**config.mk**
```make
export PLATFORM = sky130hd
export DESIGN_NAME = addsub_iter
export DESIGN_NICKNAME = d
export VERILOG_FILES = /design/src/rtl/addsub_pkg.sv /design/src/rtl/addsub_iter_cond_invert.sv /design/src/rtl/addsub_iter.sv
export SDC_FILE = /design/constraint.sdc
export NUM_CORES = 1
export LEC_CHECK = 0
export CAP_MARGIN = 10
export CORE_MARGIN = 4
export CORE_UTILIZATION = 44
export DETAILED_ROUTE_END_ITERATION = 7
export GPL_TIMING_DRIVEN = 0
export PLACE_DENSITY = 0.68
export SETUP_SLACK_MARGIN = 0.3
export SYNTH_ARGS = -nofsm -noshare
export SYNTH_HDL_FRONTEND = slang
export SYNTH_SLANG_ARGS = --single-unit
```
**constraint.sdc**
```tcl
create_clock -name clk -period 8.97 [get_ports clk]
set_input_delay 1.3455 -clock clk [delete_from_list [all_inputs] [get_ports clk]]
set_output_delay 1.3455 -clock clk [all_outputs]
set_load 0.005 [all_outputs]
```
**src/rtl/addsub_pkg.sv**
```systemverilog
// addsub_pkg: shared state encoding and sizing helpers for the iterative adder/subtractor.
`default_nettype none

package addsub_pkg;

  typedef enum logic [1:0] {
    ST_IDLE = 2'd0,
    ST_RUN  = 2'd1,
    ST_FIN  = 2'd2
  } state_t;

  function automatic int nchunk(input int width, input int chunk);
    return width / chunk;
  endfunction

  // A single chunk still needs a 1-bit index register.
  function automatic int idx_width(input int n);
    return (n <= 1) ? 1 : $clog2(n);
  endfunction

endpackage

`default_nettype wire

```
**src/rtl/addsub_iter_cond_invert.sv**
```systemverilog
// cond_invert: conditional one's complement of the B operand (XOR with the subtract control).
`default_nettype none

module cond_invert #(
  parameter int WIDTH = 32
) (
  input  logic [WIDTH-1:0] b,
  input  logic             s,
  output logic [WIDTH-1:0] res
);

  assign res = b ^ {WIDTH{s}};

endmodule

`default_nettype wire

```
**src/rtl/addsub_iter.sv**
```systemverilog
// addsub_iter: multi-cycle adder/subtractor summing CHUNK bits per cycle, with ALU flags
// and a start/busy/done handshake.
`default_nettype none

module addsub_iter
  import addsub_pkg::*;
#(
  parameter int WIDTH = 32,
  parameter int CHUNK = 8
) (
  input  logic             clk,
  input  logic             rst,
  input  logic             start,
  input  logic             sub,
  input  logic [WIDTH-1:0] a,
  input  logic [WIDTH-1:0] b,
  output logic             busy,
  output logic             done,
  output logic [WIDTH-1:0] res,
  output logic             carry,
  output logic             overflow,
  output logic             zero,
  output logic             neg
);

  localparam int NCHUNK = nchunk(WIDTH, CHUNK);
  localparam int IDX_W  = idx_width(NCHUNK);
  localparam logic [IDX_W-1:0] LAST_IDX = IDX_W'(NCHUNK - 1);
  localparam int MSB = WIDTH - 1;

  state_t           state;
  logic [IDX_W-1:0] idx;
  logic [WIDTH-1:0] a_q;
  logic [WIDTH-1:0] b_q;
  logic [WIDTH-1:0] sum_q;
  logic             cy_q;

  logic [WIDTH-1:0] b_inv;
  logic [CHUNK-1:0] a_chunk;
  logic [CHUNK-1:0] b_chunk;
  logic [CHUNK:0]   chunk_sum;

  cond_invert #(.WIDTH(WIDTH)) u_inv (
    .b   (b),
    .s   (sub),
    .res (b_inv)
  );

  always_comb begin
    a_chunk   = CHUNK'(a_q >> (int'(idx) * CHUNK));
    b_chunk   = CHUNK'(b_q >> (int'(idx) * CHUNK));
    chunk_sum = {1'b0, a_chunk} + {1'b0, b_chunk} + {{CHUNK{1'b0}}, cy_q};
  end

  always_ff @(posedge clk) begin
    if (rst) begin
      state    <= ST_IDLE;
      idx      <= '0;
      a_q      <= '0;
      b_q      <= '0;
      sum_q    <= '0;
      cy_q     <= 1'b0;
      busy     <= 1'b0;
      done     <= 1'b0;
      res      <= '0;
      carry    <= 1'b0;
      overflow <= 1'b0;
      zero     <= 1'b0;
      neg      <= 1'b0;
    end else begin
      done <= 1'b0;
      case (state)
        ST_IDLE: begin
          if (start) begin
            a_q   <= a;
            b_q   <= b_inv;
            cy_q  <= sub;  // subtraction is A + ~B + 1
            idx   <= '0;
            busy  <= 1'b1;
            state <= ST_RUN;
          end
        end
        ST_RUN: begin
          sum_q[int'(idx) * CHUNK +: CHUNK] <= chunk_sum[CHUNK-1:0];
          cy_q <= chunk_sum[CHUNK];
          if (idx == LAST_IDX) begin
            idx   <= '0;
            state <= ST_FIN;
          end else begin
            idx <= idx + IDX_W'(1);
          end
        end
        ST_FIN: begin
          res      <= sum_q;
          carry    <= cy_q;
          overflow <= (a_q[MSB] == b_q[MSB]) && (sum_q[MSB] != a_q[MSB]);
          zero     <= (sum_q == '0);
          neg      <= sum_q[MSB];
          done     <= 1'b1;
          busy     <= 1'b0;
          state    <= ST_IDLE;
        end
        default: state <= ST_IDLE;
      endcase
    end
  end

endmodule

`default_nettype wire
```
==> results of run 1 <==
## metrics by stage
stage               util (%)  power, mW  cells  setup WS [ns]  hold WS, ns
finish                  59.5       1.61    922           5.59        0.456
CTS                     59.5       1.61    922           5.61        0.456
detailed placement      54.8      0.880    890           5.61        0.448
global route            59.5       1.66    922           5.39        0.474
global placement        54.8      0.877    890           5.66        0.441
floorplan                  -      0.799    610           6.03        0.433
## cells in the final DEF (no fill, tap or decap), types with 6 or more instances in the layout
| cell | instances |
|---|---|
| inv_1 | 9 |
| dfxtp_1 | 138 |
| nand2_1 | 76 |
| xnor2_1 | 33 |
| nor4_1 | 11 |
| buf_4 | 9 |
| clkdlybuf4s50_1 | 104 |
| nor2b_1 | 9 |
| a211oi_1 | 34 |
| a21oi_1 | 39 |
| clkbuf_16 | 17 |
| nor2_1 | 58 |
| a22o_1 | 37 |
| mux4_2 | 16 |
| ha_1 | 13 |
| a22oi_1 | 12 |
| buf_2 | 21 |
| nand2b_1 | 6 |
| o21ai_0 | 9 |
| clkbuf_1 | 8 |
## worst min path at each step
stage | endpoint | slack (ns)
floorplan | a_q[16] | 0.43
global placement | a_q[20] | 0.44
global route | a_q[10] | 0.47
detailed placement | a_q[10] | 0.45
finish | a_q[10] | 0.46
CTS | a_q[10] | 0.46
## Yosys cell counts (all sizes together), types with 5 or more instances
cell / count / area [µm²]
mux4: 16 / 360
buf: 36 / 210
nand2: 76 / 285
nand3b: 8 / 101
ha: 13 / 163
a22o: 37 / 324
nand2b: 6 / 37.5
o21ai: 9 / 45.0
dfxtp: 138 / 2760
a22oi: 12 / 90.1
xnor2: 33 / 289
nor2b: 9 / 56.3
a21oi: 39 / 195
inv: 10 / 37.5
nor2: 59 / 224
nor4: 12 / 90.1
clkbuf: 8 / 30.0
a211oi: 35 / 268
o211ai: 5 / 37.5
## sequential cells by signal, summed over array words and instances, names as in the netlist
name,cells
busy,1
res,32
overflow,1
a_q,32
b_q,32
carry,1
cy_q,1
done,1
state,2
sum_q,32
idx,2
zero,1
## layout make-up
type | count | area (µm²)
clock buffer | 22 | 494
inverter | 10 | 37.5
sequential | 138 | 2760
tap | 176 | 220
timing repair buffer | 104 | 1040
buffer | 44 | 240
multi-input combinational | 418 | 3040
clock inverter | 10 | 136
fill | 1149 | 5420
## logic make-up after synthesis
kind of cell               synth area share [%]
and+or+nand+nor                            16.4
AOI/OAI and AO/OA                          19.5
DFF                                        45.4
buffers and inverters                      4.56
xor gates and xnor gates                   4.75
muxes                                      6.09
adders and majority gates                  3.33
## per-layer routing
| metal | GRT usage [%] | up-vias | part of all wire (%) |
|---|---|---|---|
| met5 | 0 | - | 0 |
| met4 | 9.38 | 0 | 3.0 |
| met3 | 4.65 | 37 | 5.7 |
| met2 | 33.9 | 189 | 47 |
| met1 | 26.5 | 2366 | 44 |
| li1 | - | 2462 | - |
## report_power, final
part,switching (mW),total (mW),internal [mW]
Clock,0.265,0.740,0.474
Combinational,0.115,0.211,0.0966
Sequential,0.0177,0.657,0.640
Total,0.398,1.61,1.21
## critical path, stage by stage (launching register included)
cell	delay (ns)
dfxtp_1	0.59
buf_6	0.26
mux4_2	0.57
fa_1	0.48
inv_1	0.09
fa_1	0.20
nor2b_1	0.10
o31ai_2	0.47
a21oi_1	0.17
o41a_1	0.33
==> impl_metrics.yaml, run 1 <==
status:
  status: "finished, final reports clean"
sta:
  fin_skew_ns: 0.00609
  fin_tns_setup_ns: 0
  worst_slew_pin_slew_ns: 0.738
  grt_setup_unrepaired: "no"
  timing.final.crit_share_pct: 37.7
  period_minus_slack_ns: 3.38
  finalSetupViolCount: 0
  maxSlewHeadroom_pct: 50.6
  max_freq_mhz: 296
  drv_slew: 0
  timing_hold_violations_final: 0
clock_tree:
  clock-sinks: 138
  hold_buffers: 0
  clkLatencyLatePin_ns: 0.42
  cts_tree: "done"
  cts_buffers: 17
  clk_path_buf_depth: 2
  postCtsSetupRepairBufs: 0
  cts-root-buf: "clkbuf_16"
  cts_max_level: 4
  path_clk_slew_ns: 0.06
  cts_resized: 0
detailed_routing:
  drtIter0Drc: 286
  dr_total_vias: 5054
  drc: 0
  drt_first_pass_iters: 5
  antenna_left: 0
  viasPerCell: 5.48
  finalWirelength_um: 16100
  wl_per_cell_um: 17.4
placement:
  detailed_place.area_um2: 7350
  io_buffers: 104
  gp_congestion: 0.893
  dp_hpwl_um: 12300
die:
  core_um2: 13400
  die_area_um2: 15800
  rows: 42
  die_h_um: 126
  ioPinCount: 106
  initial_utilization_pct: 45.4
  die_x_um: 126
finish:
  fin_area_um2: 7980
  nNetsFinal: 816
  area_growth_pct: 31.1
  drive_gt1_share_pct: 13.5
  diodes: 0
critical_path:
  rrSetupSlack_ns: 5.59
  cp-endpoint: "cy_q"
  crit_start: "idx[0]"
  required_ns: 9.28
  cp_max_fo: 10
  start_kind: "flip-flop"
  r2r-start: "idx[0]"
  cp_data_arrival_time_ns: 3.69
  worst_setup_path_end_kind: "flip-flop"
  worst_r2r_endpoint: "cy_q"
  crit_type: "flip-flop to flip-flop"
  worstRegToRegCells: 9
pwr:
  p_leak_nw: 3.00
  vdd_drop_max_v: 0.000132
  power_density_nw_per_um2: 202
synth:
  syn_area_per_cell_um2: 9.97
  postSynthCellCount: 610
  seq_area_frac_synth_pct: 45.4
  ys_types: 57
  syn_nets: 693
  yosysWarnings: 0
  synth_seq_cells: 138
  ys.flop_type: "dfxtp_1"
  syn-cell-area_um2: 6080
  ys_async_sr_fraction_pct: 0
  synth_edf_count: 0
job:
  cap_viol_max_count: 0
min_path:
  whs_path_depth: 2
  min_from: "a_q[10]"
  hp-class: "flip-flop to flip-flop"
global_routing:
  grt_max_degree: 17
  grt.total_usage_pct: 20.8
  grt_pass1_vias: 5230
  antenna_found_initial: 0
  overflow: 0
  grt_pass1_wl_um: 26300
No activity file was read; power rests on OpenSTA's default activity.
==> inputs of run 2 (changes only) <==
PLACE_DENSITY = 0.71   (was 0.68)
clock period = 3 ns   (was 8.97 ns; I/O delays follow)
==> run 2 against run 1 <==
  * Utilization rose by 1.6 points
  * Flip-flop and latch count did not move
  * Setup slack got worse by 5.3 ns
  * Design area rose by 2.8%
  * Global-route usage rose by 0.19 points
  * Non-clock buffer count rose by 14
  * Critical path type unchanged
  * Critical endpoint is now sum_q[22]
  * Largest cell class unchanged
==> impl_metrics.yaml, run 2 (synthesis gave the netlist of run 1 again) <==
finish:
  final_common_cell: "dfxtp_1"
  area_growth_pct: 34.7
  fillers: 1127
  nNetsFinal: 830
  multi_input_area_um2: 3130
  fin_cells: 935
  drive_gt1_share_pct: 16.3
  mostFrequentLayoutCells: "dfxtp_1 (137), clkdlybuf4s50_1 (104), nand2_1 (76)"
  seq_area_um2: 2770
  diodes: 0
sta:
  period_minus_slack_ns: 2.75
  worst_slack_ns: 0.255
  grt_setup_unrepaired: "yes"
  timing_hold_violations_final: 0
  finalSetupViolCount: 0
  maxSlewHeadroom_pct: 58.1
  fin_skew_ns: 0.00752
  worst_slew_pin_slew_ns: 0.626
  drv_slew: 0
  timing.final.crit_share_pct: 91.5
  max_freq_mhz: 364
  holdWs_ns: 0.453
  fin_tns_setup_ns: 0
clock_tree:
  clk_path_buf_depth: 2
  clkLatencyLatePin_ns: 0.42
  path_clk_slew_ns: 0.06
  cts_tree: "done"
  cts_buffers: 17
  cts-root-buf: "clkbuf_16"
  clock-sinks: 138
  hold_buffers: 0
  cts_max_level: 4
critical_path:
  worstRegToRegCells: 9
  start_kind: "flip-flop"
  cp_max_fo: 5
  rrSetupSlack_ns: 0.25
  cp-endpoint: "sum_q[22]"
  worst_setup_path_end_kind: "flip-flop"
  r2r-start: "idx[0]"
  cp_data_arrival_time_ns: 3.05
  required_ns: 3.30
  crit_start: "idx[0]"
  worst_r2r_endpoint: "sum_q[22]"
  crit_type: "flip-flop to flip-flop"
placement:
  gp_congestion: 0.860
  io_buffers: 104
  dp_slack_ns: -0.284
  dp_hpwl_um: 12200
  dpl.cell_count: 890
global_routing:
  overflow: 0
  grt.total_usage_pct: 21.0
  grt_pass1_wl_um: 26600
  antenna_found_initial: 0
  grt_pass1_vias: 5216
  grt_max_degree: 17
min_path:
  hp-class: "flip-flop to flip-flop"
detailed_routing:
  antenna_left: 0
  dr_total_vias: 5109
  drt_first_pass_iters: 5
  finalWirelength_um: 16600
  drtIter0Drc: 339
  viasPerCell: 5.46
  drc: 0
  wl_per_cell_um: 17.7
die:
  ioPinCount: 106
  core_um2: 13400
  die_x_um: 126
  die_h_um: 126
  rows: 42
  die_area_um2: 15800
  initial_utilization_pct: 45.4
status:
  status: "finished, final reports clean"
pwr:
  vdd_drop_max_v: 0.000461
  p_leak_nw: 3.07
  finalPower_mw: 4.77
  power_density_nw_per_um2: 582
job:
  cap_viol_max_count: 0
==> run 2: cell types whose count changed in the layout (fill, tap and decap cells not counted), moves of 3 or more <==
cell,previous run,this run
buf_12,0,3
buf_4,9,21
clkbuf_8,5,1
clkinvlp_4,0,3
==> run 2: routing by layer <==
layer | up-vias | track usage (%) | share of wire (%)
li1 | 2485 | - | -
met1 | 2414 | 26.9 | 43
met2 | 184 | 35.6 | 49
met3 | 26 | 4.05 | 5.8
met4 | 0 | 7.46 | 2.0
met5 | - | 0 | 0
==> run 2: critical path, stage by stage (launching register included) <==
cell	delay, ns
dfxtp_4	0.37
buf_12	0.13
mux4_2	0.55
fa_2	0.39
inv_2	0.07
fa_2	0.20
nor2b_2	0.07
o311a_1	0.31
a211o_4	0.32
a22o_1	0.22
==> run 2: report_power, final <==
part / internal, mW / total, mW / switching (mW)
Clock: 1.32 / 2.10 / 0.780
Combinational: 0.337 / 0.704 / 0.368
Sequential: 1.91 / 1.97 / 0.0531
==> run 2: metrics by stage <==
step	cell area, µm²	util [%]
after floorplan	6100	-
after global placement	7360	54.9
after detailed placement	7360	54.9
after CTS	8160	60.9
after global routing	8200	61.2
final	8200	61.2
==> run 2: what timing repair did <==
action | 4_1_cts | 5_1_grt
setup endpoints to repair | 24 | 13
cloned | 1 | 0
setup buffers | 11 | 2
pin swaps | 4 | 2
gates resized for setup | 18 | 5
==> run 2: how the worst min path moves through the flow <==
| stage | startpoint | endpoint | depth (start not counted) |
|---|---|---|---|
| 3_3_place_gp | a_q[11] | a_q[11] | 2 |
| 2_1_floorplan | a_q[16] | a_q[16] | 2 |
| 5_1_grt | a_q[17] | a_q[17] | 2 |
| 6_report | a_q[20] | a_q[20] | 2 |
| 4_1_cts | a_q[20] | a_q[20] | 2 |
| 3_5_place_dp | a_q[20] | a_q[20] | 2 |
==> run 2: layout make-up <==
| class | count | area share, % |
|---|---|---|
| Timing Repair Buffer | 118 | 14.4 |
| Buffer | 44 | 3.31 |
| Clock inverter | 11 | 1.77 |
| Sequential cell | 138 | 33.8 |
| Inverter | 10 | 0.458 |
| Clock buffer | 20 | 5.45 |
| Tap cell | 176 | 2.69 |
| Multi-Input combinational cell | 418 | 38.1 |
